$ cat src/rtl/d8m_pkg.sv
// rtl/d8m_pkg.sv - shared types and constants for the D8M synthetic pixel source
package d8m_pkg;

  localparam logic [1:0] MODE_FLAT    = 2'd0;
  localparam logic [1:0] MODE_RAMP    = 2'd1;
  localparam logic [1:0] MODE_BARS    = 2'd2;
  localparam logic [1:0] MODE_CHECKER = 2'd3;

  localparam logic [9:0] FULL_SCALE = 10'h3FF;

  typedef enum logic [2:0] {
    ST_IDLE,
    ST_V_LEAD,
    ST_ACTIVE,
    ST_H_GAP,
    ST_V_GAP
  } d8m_state_e;

  typedef enum logic [1:0] {
    SITE_R,
    SITE_G,
    SITE_B
  } d8m_site_e;

  // Everything captured at frame start and held until the next frame.
  typedef struct packed {
    logic [1:0] mode;
    logic [7:0] r;
    logic [7:0] g;
    logic [7:0] b;
    logic       parity;
  } d8m_frame_cfg_t;

  // GRBG mosaic: even rows G/R, odd rows B/G.
  function automatic d8m_site_e bayer_site(input logic x0, input logic y0);
    if (!y0) return x0 ? SITE_R : SITE_G;
    return x0 ? SITE_G : SITE_B;
  endfunction

endpackage

$ cat src/rtl/d8m_pattern_pixel.sv
// rtl/d8m_pattern_pixel.sv - registered 10-bit Bayer sample for the current x/y and frame settings
module d8m_pattern_pixel
  import d8m_pkg::*;
(
  input  logic           clk,
  input  logic           rst_n,
  input  logic           en,
  input  logic [15:0]    x,
  input  logic [15:0]    y,
  input  logic [2:0]     bar,
  input  d8m_frame_cfg_t cfg,
  output logic [9:0]     d
);

  d8m_site_e  site;
  logic [7:0] level;
  logic       bar_bit;
  logic [9:0] sample;

  always_comb begin
    site    = bayer_site(x[0], y[0]);
    level   = cfg.g;
    bar_bit = bar[1];
    case (site)
      SITE_R: begin
        level   = cfg.r;
        bar_bit = bar[2];
      end
      SITE_B: begin
        level   = cfg.b;
        bar_bit = bar[0];
      end
      default: ;
    endcase

    case (cfg.mode)
      MODE_FLAT: sample = {level, 2'b00};
      MODE_RAMP: sample = x[9:0];
      MODE_BARS: sample = bar_bit ? FULL_SCALE : 10'h000;
      default:   sample = (x[5] ^ y[5] ^ cfg.parity) ? FULL_SCALE : 10'h000;
    endcase
  end

  always_ff @(posedge clk or negedge rst_n) begin
    if (!rst_n) d <= '0;
    else        d <= en ? sample : 10'h000;
  end

endmodule

$ cat src/rtl/d8m_pattern_gen.sv
// rtl/d8m_pattern_gen.sv - synthetic D8M raw Bayer source with camera-style HS/VS framing
module d8m_pattern_gen
  import d8m_pkg::*;
#(
  parameter int unsigned H_ACTIVE = 640,
  parameter int unsigned V_ACTIVE = 480,
  parameter int unsigned H_BLANK  = 160,
  parameter int unsigned V_LEAD   = 16,
  parameter int unsigned V_BLANK  = 4000
) (
  input  logic        iCLK,
  input  logic        iRST_N,
  input  logic        iEN,
  input  logic [1:0]  iMODE,
  input  logic [7:0]  iR,
  input  logic [7:0]  iG,
  input  logic [7:0]  iB,
  output logic        oPIXEL_HS,
  output logic        oPIXEL_VS,
  output logic [9:0]  oPIXEL_D,
  output logic [15:0] oFRAME_CNT,
  output logic        oBUSY
);

  localparam int unsigned BAR_W     = H_ACTIVE / 8;
  localparam logic [15:0] X_LAST    = 16'(H_ACTIVE - 1);
  localparam logic [15:0] Y_LAST    = 16'(V_ACTIVE - 1);
  localparam logic [15:0] BAR_LAST  = 16'(BAR_W - 1);
  localparam logic [31:0] LEAD_LAST = 32'(V_LEAD - 1);
  localparam logic [31:0] HGAP_LAST = 32'(H_BLANK - 1);
  localparam logic [31:0] VGAP_LAST = 32'(V_BLANK - 1);

  d8m_state_e     state;
  logic [15:0]    x;
  logic [15:0]    y;
  logic [15:0]    bar_pos;
  logic [2:0]     bar;
  logic [31:0]    cnt;
  logic [15:0]    frames;
  d8m_frame_cfg_t cfg;
  d8m_frame_cfg_t cfg_in;

  // frames already counts the frame just closed, so parity alternates per frame.
  assign cfg_in = {iMODE, iR, iG, iB, frames[0]};

  // State and counters lead the pins by one edge; HS/VS/BUSY and the pixel
  // register all follow the state, which keeps the sample aligned with HS.
  always_ff @(posedge iCLK or negedge iRST_N) begin
    if (!iRST_N) begin
      state      <= ST_IDLE;
      x          <= '0;
      y          <= '0;
      bar_pos    <= '0;
      bar        <= '0;
      cnt        <= '0;
      frames     <= '0;
      cfg        <= '0;
      oPIXEL_HS  <= 1'b0;
      oPIXEL_VS  <= 1'b0;
      oBUSY      <= 1'b0;
      oFRAME_CNT <= '0;
    end else begin
      oPIXEL_HS  <= (state == ST_ACTIVE);
      oPIXEL_VS  <= state inside {ST_V_LEAD, ST_ACTIVE, ST_H_GAP};
      oBUSY      <= (state != ST_IDLE);
      oFRAME_CNT <= frames;

      case (state)
        ST_IDLE: begin
          if (iEN) begin
            state <= ST_V_LEAD;
            cnt   <= '0;
            cfg   <= cfg_in;
          end
        end
        ST_V_LEAD: begin
          if (cnt == LEAD_LAST) begin
            state <= ST_ACTIVE;
            cnt   <= '0;
          end else begin
            cnt <= cnt + 32'd1;
          end
        end
        ST_ACTIVE: begin
          if (x == X_LAST) begin
            state   <= ST_H_GAP;
            x       <= '0;
            bar_pos <= '0;
            bar     <= '0;
          end else begin
            x <= x + 16'd1;
            if (bar_pos == BAR_LAST) begin
              bar_pos <= '0;
              bar     <= bar + 3'd1;
            end else begin
              bar_pos <= bar_pos + 16'd1;
            end
          end
        end
        ST_H_GAP: begin
          if (cnt == HGAP_LAST) begin
            cnt <= '0;
            if (y == Y_LAST) begin
              state  <= ST_V_GAP;
              y      <= '0;
              frames <= frames + 16'd1;
            end else begin
              state <= ST_ACTIVE;
              y     <= y + 16'd1;
            end
          end else begin
            cnt <= cnt + 32'd1;
          end
        end
        ST_V_GAP: begin
          if (cnt == VGAP_LAST) begin
            cnt <= '0;
            if (iEN) begin
              state <= ST_V_LEAD;
              cfg   <= cfg_in;
            end else begin
              state <= ST_IDLE;
            end
          end else begin
            cnt <= cnt + 32'd1;
          end
        end
        default: state <= ST_IDLE;
      endcase
    end
  end

  d8m_pattern_pixel u_pixel (
    .clk   (iCLK),
    .rst_n (iRST_N),
    .en    (state == ST_ACTIVE),
    .x     (x),
    .y     (y),
    .bar   (bar),
    .cfg   (cfg),
    .d     (oPIXEL_D)
  );

endmodule
$ cat config.mk
export PLATFORM = sky130hd
export DESIGN_NAME = d8m_pattern_gen
export DESIGN_NICKNAME = d
export VERILOG_FILES = /design/src/rtl/d8m_pkg.sv /design/src/rtl/d8m_pattern_pixel.sv /design/src/rtl/d8m_pattern_gen.sv
export SDC_FILE = /design/constraint.sdc
export NUM_CORES = 1
export LEC_CHECK = 0
export ABC_AREA = 1
export BUFFER_PORTS_ARGS = -buffer_cell sky130_fd_sc_hd__buf_2
export CAP_MARGIN = 0
export CORE_ASPECT_RATIO = 1.2
export CORE_MARGIN = 1.5
export CORE_UTILIZATION = 55
export DETAILED_ROUTE_END_ITERATION = 7
export GPL_ROUTABILITY_DRIVEN = 0
export PLACE_DENSITY_LB_ADDON = 0.2
export SKIP_LAST_GASP = 1
export SLEW_MARGIN = 20
export SYNTH_ARGS = -nofsm -noshare
export SYNTH_HDL_FRONTEND = slang
export SYNTH_SLANG_ARGS = --single-unit
$ cat constraint.sdc
create_clock -name iCLK -period 2.1 [get_ports iCLK]
set_clock_uncertainty 0.15 [all_clocks]
set_input_delay 0.21 -clock iCLK [delete_from_list [all_inputs] [get_ports iCLK]]
set_output_delay 0.21 -clock iCLK [all_outputs]
set_load 0.02 [all_outputs]
-- Word level (Yosys, flattened, before mapping)
Index checks and enable logic that the tools add are counted.
- memories: 0
- register bits: 158
- bits in writable memories: 0
- latch bits: 0
- output and inout port bits: 29
- bits in read-only memories: 0
- eq/ne operators: 18
- bitwise operators: 2
- shift operators: 0
- divide/modulo/power cells: 0
- order comparisons: 0
- multipliers: 0
- add/subtract/negate cells: 6
- muxes and demuxes: 31
- reductions and logical operators: 14
- operators by type and width (kind ; number):
    32-bit two-way mux ; 4
    32-bit one-hot mux with 4 select lines ; 1
    16-bit by 1-bit adder with 16-bit output, second input constant ; 4
    16-bit two-way mux ; 4
    27-bit two-way mux ; 2
    27-bit one-hot mux with 2 select lines ; 1
    32-bit by 1-bit adder with 32-bit output, second input constant ; 1
    32-bit by 12-bit == test with 1-bit output, second input constant ; 1
    32-bit by 4-bit == test with 1-bit output, second input constant ; 1
    32-bit by 8-bit == test with 1-bit output, second input constant ; 1
    10-bit two-way mux ; 3
    10-bit one-hot mux with 3 select lines ; 1
    3-bit two-way mux ; 8
    16-bit by 10-bit == test with 1-bit output, second input constant ; 1
    16-bit by 7-bit == test with 1-bit output, second input constant ; 1
    16-bit by 9-bit == test with 1-bit output, second input constant ; 1
    8-bit one-hot mux with 2 select lines ; 1
    3-bit one-hot mux with 5 select lines ; 1
    2-bit AND reduction ; 4
    3-bit by 2-bit == test with 1-bit output, second input constant ; 2
    2-bit inequality test, second input constant ; 3
    3-bit nonzero test ; 2
    5-bit AND reduction ; 1
    2-bit == test, second input constant ; 2
    14 further kinds ; 20

-- Logic depth before layout (Yosys ltp)
Gate-level depths: netlist of the first run.
- word-level depth: 7
- gate-level depth with buffers: 12
- depth with buffers taken out: 11

-- Cells and area by module
A second synthesis of the first run with hierarchy kept.
- cells, all modules: 1121
- area, all modules: 8719.6 um^2
- by module, submodules not included (module ; cells each ; area an instance (um^2) ; times used ; seq. area each (um^2)):
    d8m_pattern_gen ; 990 ; 7910.1 ; 1 ; 3703.6
    d8m_pattern_pixel ; 131 ; 809.5 ; 1 ; 250.2

-- Worst setup path before layout of the first run
No wires, ideal clock.
- path kind: register to register
- start: register y[0]
- end: register u_pixel.d[0]
- path buffers: 1
- required time: 1.874 ns
- cell stages (with the launch flop): 9
- arrival: 1.700 ns
- period minus slack after synthesis: 1.927 ns
- slack: 0.173 ns
- setup time: 0.076 ns
- cell sequence: dfrtp_1 > inv_1 > ha_1 > buf_2 > inv_1 > o21ai_0 > o21ai_1 > a21oi_1 > nor2_1
- longest elaborated chain between the ends: 6
- ends and longest elaborated chain (item ; RTL line ; text):
    start, declared ; d8m_pattern_gen.sv:35 ; logic [15:0] y;
    start signal, assigned ; d8m_pattern_gen.sv:109 ; y <= y + 16'd1;
    2-bit two-way mux (*) ; d8m_pkg.sv:37 ; return x0 ? SITE_G : SITE_B;
    2-bit == test or 2-bit zero test (tied branches) ; d8m_pattern_pixel.sv:24 ; case (site)
    1-bit one-hot mux with 2 select lines (*) ; d8m_pattern_pixel.sv:24 ;
    10-bit two-way mux (*) ; d8m_pattern_pixel.sv:39 ; MODE_BARS: sample = bar_bit ? FULL_SCALE : 10'h000;
    10-bit one-hot mux with 3 select lines (*) ; d8m_pattern_pixel.sv:36 ; case (cfg.mode)
    10-bit two-way mux (*) ; d8m_pattern_pixel.sv:46 ; else d <= en ? sample : 10'h000;
    end signal, assigned ; d8m_pattern_pixel.sv:46 ;
    end, declared ; d8m_pattern_pixel.sv:12 ; output logic [9:0] d
Every way passes the cells marked *; elsewhere a longest branch is shown, timed or not.
A chain may end at the register's enable or synchronous reset.

-- Final worst setup path of the first run
- start: register cnt[0]
- end: register, netlist name cfg[9]
- longest elaborated chain between the ends: 3
- ends and longest elaborated chain (item ; RTL line ; text):
    start, declared ; d8m_pattern_gen.sv:38 ; logic [31:0] cnt;
    start signal, assigned ; d8m_pattern_gen.sv:81 ; cnt <= cnt + 32'd1;
    start signal, assigned ; d8m_pattern_gen.sv:112 ; cnt <= cnt + 32'd1;
    start signal, assigned ; d8m_pattern_gen.sv:125 ; cnt <= cnt + 32'd1;
    32-bit by 12-bit == test with 1-bit output ; d8m_pattern_gen.sv:116 ; if (cnt == VGAP_LAST) begin
    2-bit inequality test (no source line) ; n/a ;
    2-bit AND reduction (no source line) ; n/a ;
No other way between the ends.

==> metrics, run 1 <==
status=finished clean; GRT overflow=0; post-route setup TNS=0 ps; DRT Pass-1 Iters=6; required time of the critical path=2270 ps; Worst-Skew Late Latency=430 ps; # fillers=1194; Worst Setup EP=cfg[9]; Tightest Pin Transition=510 ps; cell area after layout=0.0105 sq mm; worst slack at placement=39.1 ps; DP HPWL=14000 um; RSZ-0062 raised after global routing=true; Die Area=0.0164 sq mm; area of the multi-input gates=0.00402 sq mm; Pwr Density=1070 mW/mm^2; IO Port Bufs=57; core area=0.0151 sq mm; CTS H-tree lvls=4; Seq/Total Area, Yosys=46.1%; CTS tree=done; Final Hold Vio Count=0; Post-route DRC=0; worst hold path class=in -> reg; # rows=49; Sink Count=158; Rel. slew slack=65.9%; Setup CP Type=reg -> reg; CTS root buf=clkbuf_16; Ant. Diodes=0; CTS Buf Count=17; number of max-cap violations=0; Syn Std Cell Area=0.00858 sq mm; non-filler cells, final=1436; Async SR Flop Fraction=100%; post-synthesis net count=1115; Startpoint Class=flop; first-pass GRT wire length=34300 um; Clock Path Buffers=2; number of library cell types mapped by synthesis=41; post-layout util=69.6%; Total GRT Usage=26.5%; Reg area=0.00396 sq mm; Die X-Extent=117 um; Yosys warning count=0; WHS=123 ps; Static Leak=4.99 nW; DP Cell Count=1362; Worst Setup SP=cnt[0]; Die Span Y=140 um; syn_area_per_cell=7.96 sq um; reg2reg setup slack=70 ps; reg2reg start=cnt[0]; fmax=492 MHz; drt total wl=21100 um; worst reg-to-reg path cell count=11; CP Capture Type=flop; fraction of layout cells with a size suffix above 1=19.2%; placed cell area=0.00935 sq mm; Iteration-0 DRC Markers=657; total power=11.3 mW; P&R area growth vs syn=22.8%; Initial Utilization=56.7%; Post-Syn Instances=1078; Final Max Tran Viols=0; Main synth FF type=dfrtp_1; number of global-route vias before repair=7466; worst vdd ir=0.681 mV; DR vias=7781; final setup fails=0; # nets final=1256; Tcrit/Tclk final=96.8%; Routed wire per std cell=14.7 um; initial antenna violation count=0; Final WS setup=67.2 ps; #FFs+latches synth=158; Final ANT Viol Nets=0; CP max FO=7; Tmin final=2030 ps; largest net degree at the start of global routing=55; Critical Path AT=2200 ps; num ports=58; CTS clock-pin slew for the worst setup and hold paths=70 ps; number of synthesized flops with an enable pin=0; DR vias/cell=5.42; Crit Reg-Reg Endpoint=cfg[9]
## cells by family (layout without fill, tap and decap cells)
kind of cell               count (synthesis)  after routing  share of synthesized area [%]
and+or+nand+nor                          567            568                           29.6
DFF                                      158            158                           46.1
xor gates and xnor gates                  61             61                           6.23
buffers and inverters                    160            313                           7.93
AOI/OAI and AO/OA                        124            124                           9.05
adders and majority gates                  8              8                           1.17
## critical path: stages (launching register included)
cell and delay, ps:
dfrtp_1 420, ha_4 180, nand2_1 60, nor2_2 130, nand3_2 90, nor2_2 120, nand2_2 80, nand2_4 100
nand3_4 200, buf_16 220, nand2_1 100, o21ai_2 70
## worst min-delay path by stage
stage / from / end / slack [ps] / depth (start not counted)
3_3_place_gp: iRST_N / bar_pos[8] / 30 / 1
3_5_place_dp: iRST_N / bar_pos[8] / 30 / 1
4_1_cts: iEN / state[0] / 110 / 5
6_report: iEN / state[0] / 120 / 5
5_1_grt: iEN / state[0] / 160 / 5
2_1_floorplan: iRST_N / bar[0] / -240 / 0
## Yosys cell counts, types with 9 or more instances
| cell type | instances | area [sq um] |
|---|---|---|
| dfrtp_1 | 158 | 3950 |
| o21ai_2 | 27 | 236 |
| xnor2_1 | 9 | 78.8 |
| nor3_1 | 45 | 225 |
| inv_2 | 13 | 48.8 |
| nand4_1 | 29 | 181 |
| nand2_1 | 252 | 946 |
| xor2_1 | 52 | 455 |
| nand3_1 | 82 | 410 |
| nor2_2 | 16 | 100 |
| a21oi_1 | 23 | 115 |
| nor2_1 | 120 | 450 |
| o21ai_0 | 33 | 165 |
| o21ai_1 | 21 | 105 |
| inv_1 | 123 | 462 |
## sequential cells by signal, summed over array words and instances, names as in the netlist
signal      flops
oFRAME_CNT     16
cfg            27
u_pixel.d      10
frames         16
cnt            32
y              16
x              16
bar             3
oBUSY           1
oPIXEL_HS       1
oPIXEL_VS       1
bar_pos        16
state           3
## timing repair
| item | CTS | global route |
|---|---|---|
| gates cloned | 0 | 7 |
| pin swaps | 0 | 8 |
| setup buffers | 0 | 8 |
| hold buffers | 27 | 0 |
| setup endpoints to repair | 2 | 74 |
| resized for setup | 2 | 22 |
| hold endpoints to repair | 113 | 0 |
## routing by layer
layer / GRT usage [%] / routed length (um) / vias to the layer above
li1: - / - / 3754
met1: 33.0 / 9010 / 3705
met2: 44.7 / 10500 / 256
met3: 4.57 / 896 / 66
met4: 11.7 / 695 / 0
met5: 0 / 0 / -
## cells in the final DEF (no fill, tap or decap), types with 4 or more instances in the layout
cell type	n
nor2_4	7
nand4_1	29
nor3_1	44
o21ai_0	32
xnor2_1	9
inv_2	11
nor2_2	19
xor2_1	52
dfrtp_1	155
o21ai_1	21
bufinv_16	4
inv_8	4
ha_1	7
buf_4	50
inv_1	123
nand3_1	81
o21ai_2	28
a211oi_1	8
buf_2	56
clkbuf_16	20
nor2_1	115
inv_6	4
a21oi_1	23
buf_6	4
nand2_1	250
dlygate4sd3_1	27
o22ai_1	5
## where the power goes
group | leakage, nW | internal, mW | switching [mW]
Combinational | 2.54 | 1.44 | 2.37
Clock | 0.320 | 2.04 | 1.36
Sequential | 2.13 | 3.59 | 0.468
Total | 4.99 | 7.07 | 4.20
## cell type report
type	instances	share of cell area [%]
clock buffers	17	4.04
clock inverters	15	2.11
inverters	137	4.95
multi-input cells	761	38.2
flip-flops and latches	158	37.5
well taps	204	2.42
repair buffers	144	10.8
Power figures use the tool's default switching activity.
==> inputs of run 2 (changes only) <==
--- a/config.mk
+++ b/config.mk
@@ -10,7 +10,8 @@
 export CAP_MARGIN = 0
 export CORE_ASPECT_RATIO = 1.2
 export CORE_MARGIN = 1.5
-export CORE_UTILIZATION = 55
+export CORE_UTILIZATION = 57
+export CTS_BUF_LIST = sky130_fd_sc_hd__clkbuf_8
 export DETAILED_ROUTE_END_ITERATION = 7
 export GPL_ROUTABILITY_DRIVEN = 0
 export PLACE_DENSITY_LB_ADDON = 0.2
==> run 2 against run 1 <==
  * Combinational power is 4% lower
  * Die area down 3.4%
  * Worst hold slack better by 44 ps
  * Final cell count fell by 0.14%
  * Core utilization up 1.1 points
  * Clock power fell by 27%
  * Sequential cell count is the same
  * Largest power group unchanged
  * Highest routed layer unchanged
  * Count of clock-buffer cells in the layout unchanged
==> metrics, run 2 (synthesis gave the netlist of run 1 again) <==
status=finished clean; placed cell area=0.00935 sq mm (about the same); CP max FO=6 (-1); Worst-Skew Late Latency=470 ps (+40 ps); non-filler cells, final=1434 (-0.14%); worst slack at placement=70.1 ps (+31.0 ps); Crit Reg-Reg Endpoint=frames[13]; required time of the critical path=2350 ps (+80 ps); Die Area=0.0158 sq mm (-3.4%); slowest cell on the critical path=dfrtp_1; cell area after layout=0.0103 sq mm (-2.5%); num ports=58 (unchanged); Pwr Density=988 mW/mm^2 (-7.6%); Biggest register=cnt; clock power share=24.3% (-5.8 points); worst reg-to-reg path cell count=10 (-1); Ant. Diodes=0 (unchanged); CP Buf/Inv Count=1 (unchanged); first-pass GRT wire length=33400 um (-2.4%); worst path cell trace=ha_4 -> nand4_1 -> nor2_2 -> nand2_1 -> nor2_2 -> nand2_2 -> nor2_4 -> buf_6 -> nand2_1 -> o21ai_1; Max stage delay on crit path=410 ps (about the same); CP Capture Type=flop; P&R area growth vs syn=19.8%; most frequent cells in the layout=nand2_1 (246), dfrtp_1 (157), inv_1 (123), nor2_1 (114), nand3_1 (82); Switching Share=39.1% (+1.8 points); CTS root buf=clkbuf_8; fraction of layout cells with a size suffix above 1=19.4% (+0.13 points); Final WS setup=77.3 ps (+10.1 ps); CTS Buf Count=17 (unchanged); Startpoint Class=flop; Routed wire per std cell=14.0 um (-4.9%); reg2reg start=cnt[0]; Post-route DRC=0 (unchanged); CTS tree=done; drt total wl=20100 um (-5.0%); Iteration-0 DRC Markers=571 (-13%); initial antenna violation count=0 (unchanged); Die Span Y=137 um (-1.7%); Tightest Pin Transition=750 ps (+240 ps); Initial Utilization=59.0% (+2.4 points); critical path depth=10 (-1); Sink Count=158 (unchanged); Die X-Extent=115 um (-1.7%); # nets final=1258 (+0.16%); CTS clock-pin slew for the worst setup and hold paths=90 ps (+20 ps); Final Hold Vio Count=0 (unchanged); Worst Setup SP=cnt[0]; DRT Pass-1 Iters=5 (-1); commonest non-fill, non-tap cell in the layout=nand2_1; Setup CP Type=reg -> reg; GRT overflow=0 (unchanged); largest net degree at the start of global routing=57 (+3.6%); Final Max Tran Viols=0 (unchanged); number of max-cap violations=0 (unchanged); delay-heaviest family, CP=simple AND/OR/NAND/NOR gates; largest registers=cnt: 32 flops, cfg: 27 flops; Clock Path Buffers=2 (unchanged); Tcrit/Tclk final=96.3% (-0.48 points); total power=10.2 mW (-9.9%); worst vdd ir=0.579 mV (-15%); cell-internal power=6.19 mW (-12%); IO Port Bufs=57 (unchanged); worst hold path class=in -> async; reg2reg setup slack=80 ps (about the same); post-route setup TNS=0 ps (unchanged); Static Leak=4.85 nW (-2.8%); Final ANT Viol Nets=0 (unchanged); DR vias/cell=5.28 (-2.6%); RSZ-0062 raised after global routing=true; Tmin final=2020 ps (-10.1 ps); DP Cell Count=1358 (-0.29%); post-layout util=70.7% (+1.1 points); Total GRT Usage=26.9% (+0.39 points); Rel. slew slack=49.9% (-16 points); Seq pwr share=39.9% (+3.9 points); DR vias=7565 (-2.8%); max FFs per register=32 (unchanged); final setup fails=0 (unchanged); # rows=48 (-2.0%); P_sw=3.97 mW (-5.6%); WHS=167 ps (+44.2 ps); fmax=494 MHz (+0.50%); DP HPWL=13900 um (-1.1%); Critical Path AT=2280 ps (+80 ps); Worst Setup EP=frames[13]; core area=0.0145 sq mm (-4.0%); combinational share of power=35.8% (+2.0 points); CTS H-tree lvls=4 (unchanged); number of global-route vias before repair=7225 (-3.2%)
-- run 2: cell types whose count changed in the layout (fill, tap and decap cells not counted), sizes merged --
cell | before | now
bufinv | 4 | 3
clkbuf | 20 | 17
buf | 114 | 116
dlygate4sd3 | 27 | 30
inv | 143 | 142
clkinvlp | 0 | 2
-- run 2: cell type report --
cell class              count  area [sq um]
inverters                 137           519
repair buffers            146          1100
flip-flops and latches    158          3960
clock buffers              17           234
well taps                 200           250
multi-input cells         761          4020
fillers                  1160          4260
clock inverters            15           199
-- run 2: how the worst min path moves through the flow --
| stage | endpoint | slack [ps] |
|---|---|---|
| 5_1_grt | x[14] | 190 |
| 3_3_place_gp | bar_pos[14] | -70 |
| 4_1_cts | x[14] | 180 |
| 3_5_place_dp | bar_pos[14] | -70 |
| 2_1_floorplan | bar[0] | -240 |
| 6_report | x[10] | 170 |
-- run 2: worst min-delay path, cell delays in order --
cell,delay (ps)
dlygate4sd3_1,550
buf_6,160
buf_12,260
-- run 2: timing repair --
| action | CTS | global route |
|---|---|---|
| hold endpoints to repair | 184 | 0 |
| resized for setup | 0 | 27 |
| hold buffers | 30 | 0 |
| buffers inserted | 0 | 13 |
| setup endpoints to repair | 0 | 74 |
-- run 2: per-layer routing --
| metal | wire length, um | up-vias | share of wire, % | track usage [%] |
|---|---|---|---|---|
| met2 | 9980 | 208 | 50 | 45.2 |
| met3 | 878 | 38 | 4.4 | 5.10 |
| met5 | 0 | - | 0 | 0 |
| met4 | 432 | 0 | 2.2 | 9.67 |
| li1 | - | 3762 | - | - |
| met1 | 8780 | 3557 | 44 | 34.8 |
-- run 2: power by group through the flow --
stage          Sequential [mW]  Combinational (mW)  Clock (mW)
3_5_place_dp              4.07                3.30           0
4_1_cts                   4.02                3.36        2.51
5_1_grt                   4.12                4.04        2.65
6_report                  4.05                3.64        2.47
3_3_place_gp              4.07                3.23           0
2_1_floorplan             4.10                2.31           0
==> inputs of run 3 (changes only) <==
--- a/config.mk
+++ b/config.mk
@@ -10,7 +10,7 @@
 export CAP_MARGIN = 0
 export CORE_ASPECT_RATIO = 1.2
 export CORE_MARGIN = 1.5
-export CORE_UTILIZATION = 57
+export CORE_UTILIZATION = 35
 export CTS_BUF_LIST = sky130_fd_sc_hd__clkbuf_8
 export DETAILED_ROUTE_END_ITERATION = 7
 export GPL_ROUTABILITY_DRIVEN = 0
==> run 3 against run 2 <==
  * Setup slack gained 33 ps
  * Clock power fell by 14%
  * Maximum frequency is 1.7% higher
  * Core utilization down 27 points
  * Sequential share of layout area is 0.57 points lower
  * Routed wire length is 6.1% higher
  * Die area grew 61%
  * Combinational power up 5.5%
  * Count of clock-buffer cells in the layout rose by 2
  * Non-clock buffer count is 4 higher
  * Register-to-register slack improved by 30 ps
  * Worst hold slack got worse by 100 ps
  * Largest cell class unchanged
  * Highest routed layer unchanged
==> metrics, run 3 (synthesis gave the netlist of run 1 again) <==
status=finished clean; DR vias=7375 (-2.5%); Die Span Y=175 um (+27%); most frequent cells in the layout=nand2_1 (249), dfrtp_1 (155), inv_1 (124), nor2_1 (114), nand3_1 (80); post-route setup TNS=0 ps (unchanged); number of max-cap violations=0 (unchanged); Worst-Skew Late Latency=460 ps (about the same); fraction of layout cells with a size suffix above 1=19.5% (+0.097 points); post-layout util=43.4% (-27 points); Final Max Tran Viols=0 (unchanged); Ant. Diodes=0 (unchanged); largest net degree at the start of global routing=55 (-3.5%); fmax=503 MHz (+1.7%); Tmin final=1990 ps (-33.5 ps); num ports=58 (unchanged); # rows=62 (+29%); max FFs per register=32 (unchanged); worst vdd ir=0.385 mV (-34%); core area=0.0240 sq mm (+65%); drt total wl=21300 um (+6.1%); worst hold path class=in -> reg; Total GRT Usage=17.3% (-9.5 points); Pwr Density=955 mW/mm^2 (-3.3%); commonest non-fill, non-tap cell in the layout=nand2_1; DRT Pass-1 Iters=5 (unchanged); Initial Utilization=35.7% (-23 points); Startpoint Class=flop; CTS Buf Count=17 (unchanged); Iteration-0 DRC Markers=325 (-43%); total power=9.97 mW (-1.8%); Static Leak=4.87 nW (+0.25%); largest registers=cnt: 32 flops, cfg: 27 flops; first-pass GRT wire length=35700 um (+6.7%); Sink Count=158 (unchanged); DR vias/cell=4.75 (-10%); CTS root buf=clkbuf_8; Routed wire per std cell=13.7 um (-2.0%); Die Area=0.0255 sq mm (+61%); RSZ-0062 raised after global routing=true; Tightest Pin Transition=491 ps (-258 ps); Rel. slew slack=66.9% (+17 points); Post-route DRC=0 (unchanged); CP Capture Type=flop; Tcrit/Tclk final=94.7% (-1.6 points); worst slack at placement=29.8 ps (-40.2 ps); GRT overflow=0 (unchanged); CTS clock-pin slew for the worst setup and hold paths=80 ps (about the same); Final ANT Viol Nets=0 (unchanged); Clock Path Buffers=2 (unchanged); CTS H-tree lvls=4 (unchanged); Final Hold Vio Count=0 (unchanged); # nets final=1261 (+0.24%); DP HPWL=15100 um (+9.0%); Final WS setup=111 ps (+33.5 ps); CTS tree=done; CP max FO=7 (+1); Critical Path AT=2200 ps (-80 ps); IO Port Bufs=57 (unchanged); final setup fails=0 (unchanged); Biggest register=cnt; number of global-route vias before repair=7378 (+2.1%); initial antenna violation count=0 (unchanged); met3 usage=3.18% (-1.9 points); required time of the critical path=2310 ps (-40 ps); Setup CP Type=reg -> reg; # fillers=2456 (+110%); grt met2 use=30.3% (-15 points); busiest grt layer=met2; Die X-Extent=146 um (+27%); GR Layer Usage met1=21.5% (-13 points); P&R area growth vs syn=21.6%
-- run 3: area by class of cell --
cell class | count | area (sq um) | area share (%)
Sequential cell | 158 | 3960 | 37.9
Multi-Input combinational cell | 760 | 4010 | 38.4
Inverter | 137 | 517 | 4.95
Clock inverter | 9 | 88.8 | 0.851
Clock buffer | 19 | 262 | 2.51
Tap cell | 320 | 400 | 3.84
Timing Repair Buffer | 150 | 1200 | 11.5
-- run 3: final timing paths --
check,from,endpoint,slack (ps),cells after the start
worst max-delay path,cnt[11],cfg[17],110,10
worst min-delay path,iEN,state[0],60,5
worst min register to register,frames[14],oFRAME_CNT[14],250,0
min in group asynchronous,iRST_N,cnt[12],100,2
worst max register to register,cnt[11],cfg[17],110,10
max in group asynchronous,iRST_N,x[0],1120,3
-- run 3: per-layer routing --
| metal | routed length (um) | share of wire (%) | vias to the layer above |
|---|---|---|---|
| li1 | - | - | 3765 |
| met3 | 539 | 2.5 | 24 |
| met1 | 9520 | 45 | 3491 |
| met2 | 10900 | 51 | 95 |
| met5 | 0 | 0 | - |
| met4 | 333 | 1.6 | 0 |
-- run 3: timing repair --
item	CTS	global route
buffers inserted	0	5
endpoints found under the hold margin	184	0
resized for setup	0	23
hold buffers	27	0
endpoints found under the setup margin	0	71
-- run 3: report_power, final --
group	internal, mW	leakage [nW]	switching (mW)
registers	3.59	2.13	0.422
clock network	0.979	0.178	1.14
logic	1.53	2.56	2.31
total	6.10	4.87	3.87
-- run 3: worst max-delay path, cell delays in order (launching register included) --
cell and delay (ps):
dfrtp_2 430, nand2_1 120, nor2_2 170, nand3_2 120, nor2_2 120, nand2_1 100
nand2_4 120, nand3_4 190, clkbuf_16 230, nand2_1 80, o21ai_2 50
-- run 3: stage by stage --
stage / cells / cell area, sq um / hold WS [ps]
after floorplan: 1078 / 8580 / -236
after global placement: 1488 / 9590 / 34.1
after detailed placement: 1488 / 9590 / 38.3
after CTS: 1543 / 10200 / 23.5
after global routing: 1553 / 10400 / 76.8
final: 1553 / 10400 / 64.1
